$ cat src/rtl/posit_field_multiplier.sv
// rtl/posit_field_multiplier.sv - multi-cycle shift-add posit field multiplier
// Optional sticky output enabled by defining POSIT_MUL_STICKY_EN.
module posit_field_multiplier #(
  parameter int N  = 8,
  parameter int ES = 3,
  parameter int RS = $clog2(N)
) (
  input  logic                 Clk,
  input  logic                 nReset,
  input  logic                 InValid,
  output logic                 InReady,
  input  logic                 ASign,
  input  logic                 BSign,
  input  logic [RS+1:0]        ARegime,
  input  logic [RS+1:0]        BRegime,
  input  logic [ES-1:0]        AExp,
  input  logic [ES-1:0]        BExp,
  input  logic [N-ES+2:0]      AMant,
  input  logic [N-ES+2:0]      BMant,
  input  logic                 AZero,
  input  logic                 BZero,
  input  logic                 ANaR,
  input  logic                 BNaR,
  output logic                 OutValid,
  input  logic                 OutReady,
  output logic                 OutSign,
  output logic [RS+ES+2:0]     OutScale,
  output logic [N-ES+2:0]      OutMant,
  output logic                 OutZero,
  output logic                 OutNaR,
  output logic                 OutSticky
);

  localparam int MW = N - ES + 3;
  localparam int SW = RS + ES + 3;
  localparam int CW = $clog2(MW);
  localparam logic [CW-1:0] LAST_ITER = CW'(MW - 1);

  typedef enum logic [1:0] {IDLE, MUL, NORM, DONE} state_t;

  state_t          state_q, state_d;
  logic [2*MW-1:0] p_q, p_d;
  logic [2*MW-1:0] mcand_q, mcand_d;
  logic [MW-1:0]   mplier_q, mplier_d;
  logic [CW-1:0]   cnt_q, cnt_d;
  logic [SW-1:0]   scale_q, scale_d;
  logic            out_sign_q, out_sign_d;
  logic [SW-1:0]   out_scale_q, out_scale_d;
  logic [MW-1:0]   out_mant_q, out_mant_d;
  logic            out_zero_q, out_zero_d;
  logic            out_nar_q, out_nar_d;

  logic [SW-1:0]   a_reg_ext, b_reg_ext, scale_sum;
  logic            any_nar, any_zero;

  // Regimes are signed; exponents are unsigned fraction-of-regime fields.
  assign a_reg_ext = {{(SW-RS-2){ARegime[RS+1]}}, ARegime};
  assign b_reg_ext = {{(SW-RS-2){BRegime[RS+1]}}, BRegime};
  assign scale_sum = (a_reg_ext << ES) + {{(SW-ES){1'b0}}, AExp}
                   + (b_reg_ext << ES) + {{(SW-ES){1'b0}}, BExp};
  assign any_nar   = ANaR | BNaR;
  assign any_zero  = AZero | BZero;

`ifdef POSIT_MUL_STICKY_EN
  logic out_sticky_q, out_sticky_d;
`endif

  always_comb begin
    state_d     = state_q;
    p_d         = p_q;
    mcand_d     = mcand_q;
    mplier_d    = mplier_q;
    cnt_d       = cnt_q;
    scale_d     = scale_q;
    out_sign_d  = out_sign_q;
    out_scale_d = out_scale_q;
    out_mant_d  = out_mant_q;
    out_zero_d  = out_zero_q;
    out_nar_d   = out_nar_q;
`ifdef POSIT_MUL_STICKY_EN
    out_sticky_d = out_sticky_q;
`endif
    case (state_q)
      IDLE: begin
        if (InValid) begin
          mcand_d     = {{MW{1'b0}}, AMant};
          mplier_d    = BMant;
          p_d         = '0;
          cnt_d       = '0;
          scale_d     = scale_sum;
          out_sign_d  = any_nar ? 1'b0 : (ASign ^ BSign);
          out_scale_d = '0;
          out_mant_d  = '0;
          out_nar_d   = any_nar;
          out_zero_d  = ~any_nar & any_zero;
`ifdef POSIT_MUL_STICKY_EN
          out_sticky_d = 1'b0;
`endif
          state_d     = (any_nar | any_zero) ? DONE : MUL;
        end
      end
      MUL: begin
        if (mplier_q[0]) begin
          p_d = p_q + mcand_q;
        end
        mcand_d  = mcand_q << 1;
        mplier_d = mplier_q >> 1;
        cnt_d    = cnt_q + 1'b1;
        if (cnt_q == LAST_ITER) begin
          state_d = NORM;
        end
      end
      NORM: begin
        // Product of two [1,2) mantissas lies in [1,4): at most one bit of renormalisation.
        if (p_q[2*MW-1]) begin
          out_mant_d  = p_q[2*MW-1:MW];
          out_scale_d = scale_q + SW'(1);
`ifdef POSIT_MUL_STICKY_EN
          out_sticky_d = |p_q[MW-1:0];
`endif
        end else begin
          out_mant_d  = p_q[2*MW-2:MW-1];
          out_scale_d = scale_q;
`ifdef POSIT_MUL_STICKY_EN
          out_sticky_d = |p_q[MW-2:0];
`endif
        end
        state_d = DONE;
      end
      DONE: begin
        if (OutReady) begin
          state_d = IDLE;
        end
      end
    endcase
  end

  always_ff @(posedge Clk) begin
    if (!nReset) begin
      state_q     <= IDLE;
      p_q         <= '0;
      mcand_q     <= '0;
      mplier_q    <= '0;
      cnt_q       <= '0;
      scale_q     <= '0;
      out_sign_q  <= 1'b0;
      out_scale_q <= '0;
      out_mant_q  <= '0;
      out_zero_q  <= 1'b0;
      out_nar_q   <= 1'b0;
    end else begin
      state_q     <= state_d;
      p_q         <= p_d;
      mcand_q     <= mcand_d;
      mplier_q    <= mplier_d;
      cnt_q       <= cnt_d;
      scale_q     <= scale_d;
      out_sign_q  <= out_sign_d;
      out_scale_q <= out_scale_d;
      out_mant_q  <= out_mant_d;
      out_zero_q  <= out_zero_d;
      out_nar_q   <= out_nar_d;
    end
  end

`ifdef POSIT_MUL_STICKY_EN
  always_ff @(posedge Clk) begin
    if (!nReset) begin
      out_sticky_q <= 1'b0;
    end else begin
      out_sticky_q <= out_sticky_d;
    end
  end
  assign OutSticky = out_sticky_q;
`else
  logic unused_low_bits;
  assign unused_low_bits = ^p_q[MW-2:0];
  assign OutSticky = 1'b0;
`endif

  assign InReady  = (state_q == IDLE);
  assign OutValid = (state_q == DONE);
  assign OutSign  = out_sign_q;
  assign OutScale = out_scale_q;
  assign OutMant  = out_mant_q;
  assign OutZero  = out_zero_q;
  assign OutNaR   = out_nar_q;

endmodule

$ cat config.mk
export PLATFORM = sky130hd
export DESIGN_NAME = posit_field_multiplier
export DESIGN_NICKNAME = d
export VERILOG_FILES = /design/src/rtl/posit_field_multiplier.sv
export SDC_FILE = /design/constraint.sdc
export NUM_CORES = 1
export LEC_CHECK = 0
export ABC_AREA = 1
export CORE_MARGIN = 10
export CORE_UTILIZATION = 50
export CTS_BUF_LIST = sky130_fd_sc_hd__clkbuf_8
export DETAILED_ROUTE_END_ITERATION = 8
export PLACE_DENSITY_LB_ADDON = 0.08
export SYNTH_ARGS = -nofsm -noshare
export SYNTH_HDL_FRONTEND = slang
export SYNTH_SLANG_ARGS = --single-unit
$ cat constraint.sdc
create_clock -name Clk -period 3.6 [get_ports Clk]
set_input_delay 0.9 -clock Clk [delete_from_list [all_inputs] [get_ports Clk]]
set_output_delay 0.9 -clock Clk [all_outputs]
set_load 0.1 [all_outputs]
Yosys cells after proc, flatten, opt, wreduce, memory -nomap -nowiden:

Cells that the tools add are included.

* shifts and indexed selects: 0
* magnitude comparators: 0
* multiplexer cells: 21
* equality and inequality tests: 8
* reduce and logical (&&, ||, !) cells: 8
* $mul: 0
* divide/modulo/power cells: 0
* bitwise operators: 6
* $add $sub $neg: 6

Operators by type and width (count)
* 16-bit case mux with 2 select lines: 2
* 16-bit 2-to-1 mux: 3
* 8-bit case mux with 2 select lines: 2
* 8-bit 2-to-1 mux: 3
* 9-bit 2-to-1 mux: 2
* 9-bit case mux with 2 select lines: 1
* 16-bit adder: 1
* 8-bit by 4-bit adder with 9-bit output: 1
* 9-bit by 1-bit adder with 9-bit output (second input constant): 1
* 9-bit by 3-bit adder with 9-bit output: 1
* 9-bit adder: 1
* 2-bit 2-to-1 mux: 4
* 2-bit case mux with 4 select lines: 1
* 2-bit != test (second input constant): 3
* 3-bit case mux with 2 select lines: 1
* 2-bit AND reduction: 3
* 3-bit AND reduction: 2
* 2-bit equality test (second input constant): 2
* 2-bit nonzero test: 2
* 3-bit by 1-bit adder with 3-bit output (second input constant): 1
* 3-bit equality test (second input constant): 1
* 3-bit 2-to-1 mux: 1
* 1-bit OR: 3
* 2-bit by 1-bit equality test with 1-bit output (second input constant): 1
* other kinds (6): 6

* bits in writable memories: 0
* bits in latches: 0
* memories kept: 0
* word-level logic and storage cells: 60
* input bits: 42
* flip-flop bits (word level): 74
* memory bits (read-only): 0

Depth between registers and ports, before layout:

* depth in word-level cells: 5
* gate-level depth with buffers: 11

Worst setup path before layout:

OpenSTA, ideal clock, no wires.

* path type: register to register
* start: register state_q[0]
* end: register mcand_q[1]
* clock period less this slack: 2370 ps
* path slack: 1230 ps
* data required time: 3475 ps
* data arrival time: 2245 ps
* stages on the path, launching flop included: 8
* path through: dfxtp_1 inv_1 ha_1 nand2_1 o21ai_2 buf_2 buf_2 a31oi_1

* longest elaborated chain between the ends: 3
* elaborated cells on any way between the ends: 6
* classes of those cells: eq/ne (2); mux (1); reduce/logical (3)

Ends and longest elaborated chain
* from (decl): line 41 `state_t state_q, state_d;`
* from (signal assigned): line 152 `state_q <= state_d;`
* 2-bit logical NOT (*)
* named net InReady: line 11 `output logic InReady,`
* 2-bit != test (no line) / 2-bit nonzero test (equally long branches)
* 2-bit AND reduction (no line)
* to (signal assigned): line 154 `mcand_q <= mcand_d;`
* to (decl): line 43 `logic [2*MW-1:0] mcand_q, mcand_d;`

Mark *: on every way through the listed nets, which the timed path passes. The rest lies on a longest branch.
A chain may end at the register's enable or synchronous reset.

Final worst setup path:

* start: register state_q[1]
* end: register p_q[3]

* longest elaborated chain between the ends: 3
* elaborated cells on any way between the ends: 7
* classes of those cells: eq/ne (3); mux (1); reduce/logical (3)

Ends and longest elaborated chain
* 2-bit by 1-bit equality test with 1-bit output / 2-bit logical NOT (equally long branches): line 83 `case (state_q)`
* 2-bit != test (no line) / 2-bit nonzero test (equally long branches)
* 3-bit AND reduction (no line)
* to (signal assigned): line 153 `p_q <= p_d;`
* to (decl): line 42 `logic [2*MW-1:0] p_q, p_d;`

Several ways; a longest one is shown, not always the timed one.

==> implementation parameters <==
Parameter                              Value

Status
  Run status    finished clean

Setup path
  Category of the worst setup path launch point    flip-flop
  Crit end category    flip-flop
  Critical path required time    ~3.9 ns
  CP peak stage delay    around 0.48 ns
  Endpoint arrival time on the critical path    2.69 ns
  Register-to-register setup slack    between 1 and 1.5 ns
  Critical-path top delay cell    sky130_fd_sc_hd__ha_1
  Cell-by-cell listing of the critical path    inv_1 -> ha_1 -> inv_2 -> nor2_4 -> nand2_2 -> inv_2 -> o21ai_0 -> a21o_1 -> a21oi_1
  Worst Path Max Fanout    20
  Most numerous cell on the critical path    sky130_fd_sc_hd__inv_2
  Critical path class    reg2reg

Min path
  Type of the tightest min-delay check    reg2reg

CTS
  Hold Buf Count CTS    0
  Total number of clock tree sinks    74
  Post-CTS Setup Repair Bufs    0
  Cts repair resizes    0
  TritonCTS clock tree    built
  Library cell used as clock root buffer    sky130_fd_sc_hd__clkbuf_8
  Clk Latency, worst-skew pair    0.35 ns
  H-tree levels    3
  Clock Path Buffers    2
  Number of buffers inserted during clock tree synthesis    9
  CTS clock-pin slew for the worst setup and hold paths    0.09 ns

Yosys
  Share of synthesized registers carrying an async set or reset    0%
  Post-Synth Adder-Cell Area    9.62%
  Number of flops mapped to enable cells by yosys    0
  Synth Flop Type    sky130_fd_sc_hd__dfxtp_1
  Compound-cell area share of the yosys netlist    roughly 17%
  Unique cell type count in the Yosys netlist    36
  Post-Syn Nets    720
  Post-Synth XOR/XNOR Area    under 10%
  Gate count after technology mapping    646
  Share of the synthesized area in the top cell type    between 30 and 40%
  Sequential fraction of the synthesis area    34.3%
  Post-synthesis mux area share    0%
  Library cell occupying the most area in the post-synthesis netlist    sky130_fd_sc_hd__dfxtp_1
  Number of flip-flops and latches in the synthesized netlist    74
  Netlist Area Pre-Place    0.00432 sq mm
  Largest cells by area after synthesis    sky130_fd_sc_hd__dfxtp_1, sky130_fd_sc_hd__nand2_1, sky130_fd_sc_hd__ha_1
  Top cells by count, synth    sky130_fd_sc_hd__nand2_1, sky130_fd_sc_hd__dfxtp_1, sky130_fd_sc_hd__a21oi_1
  Synthesized area per cell    around 6.7 sq um
  Dominant combinational cell family by area after synthesis    simple AND/OR/NAND/NOR gates
  Synthesis warning total    0
  Most frequent cell after synthesis    sky130_fd_sc_hd__nand2_1
  Post-Synth Simple-Gate Area    between 20% and 30%

Drt
  Via count of the routed design    about 4200
  Met1 Routed Length    slightly below 5000 microns
  Met3 wire length    622 microns
  Average detailed-routed wire length per instance    approximately 13 microns
  Met2 Routed Length    about 4800 microns
  Number of vias per cell after detailed routing    between 5 and 6
  First DRT Iteration DRCs    152
  Post-route DRC violation count    0
  Remaining antenna violation count after routing    0
  Max Used Layer    met4
  Routed WL    about 10000 microns
  Number of iterations in the first detailed-routing pass    5

Global route
  Overall track demand over capacity in global routing    15.9%
  Global-route wire length before repair    17400 microns
  GRT Residual Overflow    0
  Pin count of the biggest net entering global routing    36
  Initial antenna violation count    0
  Number of global-route vias before repair    about 3800

Power and ir drop
  Logic pwr share    a little under two fifths
  Switching share of power    42.2%
  Relative contribution of sequential cells to total power    a little over a third
  Clock power frac    approximately a quarter
  Cell internal pwr    about 1.7 mW
  Peak VDD IR    517 uV
  Power dissipated by switching net loads    about 1.2 mW
  Total power after layout    just under 3 mW
  Leakage power of the design    2.36 nW
  Total power divided by cell area    approximately 560 mW/mm^2

Floorplanning
  Number of top-level pins    65
  Standard-cell rows    33
  Initial Util    ~52%
  Width of the chip    113 microns
  Height of the chip    roughly 110 microns
  Floorplan die area    roughly 0.013 sq mm
  Placeable core region    0.00830 sq mm

Place
  Routability Congestion    around 0.91
  Post-DP HPWL    7980 microns
  Number of buffers added on ports    63

STA
  Final worst-path cycle share    ~67%
  Number of hold violations in the final report    0
  Setup repair after global routing missed its margin    false
  Setup tns final    0 ns
  Clock Skews    0.0142 ns
  Max Clk Rate    approximately 410 MHz
  Final number of max-transition violations    0
  Final number of setup-violating endpoints    0
  Slew headroom    between 50% and 60%
  Final worst path period need    2.42 ns
  Transition time of the tightest slew-check pin    0.738 ns

Cells and area
  Final core area utilization    about 62%
  Area overhead of the layout relative to synthesis    19.6%
  Antenna cells    0
  Final layout net count    775
  Layout cell share with drive strength beyond 1    between 8 and 9%

Job
  Max-cap violations    0
==> layer usage <==
layer	vias to the layer above	track usage, %
met4	0	4.65
met1	1874	19.9
met3	6	4.70
li1	2217	-
met5	-	0
met2	76	26.0
==> final timing paths <==
check	start	end	cells after the start
setup / recovery	state_q[1]	p_q[3]	9
hold / removal	OutMant[6]	OutMant[6]	2
setup reg to reg	state_q[1]	p_q[3]	9
hold reg to reg	OutMant[6]	OutMant[6]	2
==> logic make-up (layout without fill, tap and decap cells) <==
logic type / after synthesis / count (layout)
simple gates: 302 / 302
compound gates: 135 / 135
buf+inv: 95 / 155
flops: 74 / 74
fa+ha+maj: 32 / 32
xor+xnor: 7 / 7
other cells: 1 / 1
==> area by class of cell <==
class	count	area [sq um]
inverters	73	274
flip-flops and latches	74	1480
well taps	105	131
fillers	786	3130
clock inverters	6	95.1
clock buffers	10	138
repair buffers	66	598
multi-input cells	477	2450
==> critical path: cells and delay by family, from the launching register on <==
kind / cells / cell delay [ns]
buf+inv: 3 / 0.61
fa+ha+maj: 1 / 0.48
simple gates: 2 / 0.48
compound gates: 3 / 0.41
flops: 1 / 0.35
==> stage by stage <==
stage               std cells  hold WS, ns  instance area (sq um)  setup WS, ns
floorplan                 646        0.429                   4320          1.23
global placement          795        0.444                   4930         0.887
detailed placement        795        0.455                   4930         0.860
CTS                       811        0.467                   5170          1.19
global route              811        0.491                   5170         0.950
finish                    811        0.465                   5170          1.18
==> placed cells by master, fill, tap and decap left out, types with 3 or more instances in the layout <==
cell and n:
sky130_fd_sc_hd__clkbuf_8 10, sky130_fd_sc_hd__or2_2 4, sky130_fd_sc_hd__ha_1 30, sky130_fd_sc_hd__nor2_1 23
sky130_fd_sc_hd__inv_1 67, sky130_fd_sc_hd__o21ai_0 38, sky130_fd_sc_hd__nand3_1 36, sky130_fd_sc_hd__nor3_1 6
sky130_fd_sc_hd__xor2_1 5, sky130_fd_sc_hd__inv_2 5, sky130_fd_sc_hd__nand3b_1 3, sky130_fd_sc_hd__buf_4 25
sky130_fd_sc_hd__o21ai_2 3, sky130_fd_sc_hd__nand2_1 220, sky130_fd_sc_hd__clkdlybuf4s50_1 41, sky130_fd_sc_hd__a31oi_1 15
sky130_fd_sc_hd__a21oi_1 72, sky130_fd_sc_hd__dfxtp_1 74
==> sequential cells by signal, indices dropped and copies added, names as in the netlist <==
signal    count
scale_q       9
OutZero       1
mcand_q      16
OutNaR        1
cnt_q         3
p_q          16
OutMant       8
mplier_q      8
state_q       2
OutSign       1
OutScale      9
==> power groups by stage <==
stage	combinational, mW	clock [mW]	sequential (mW)
floorplan	0.802	0	1.13
global placement	1.08	0	1.07
detailed placement	1.10	0	1.07
CTS	1.10	0.775	1.05
global route	1.23	0.808	1.07
finish	1.10	0.759	1.05
(Power assumes the default switching activity.)
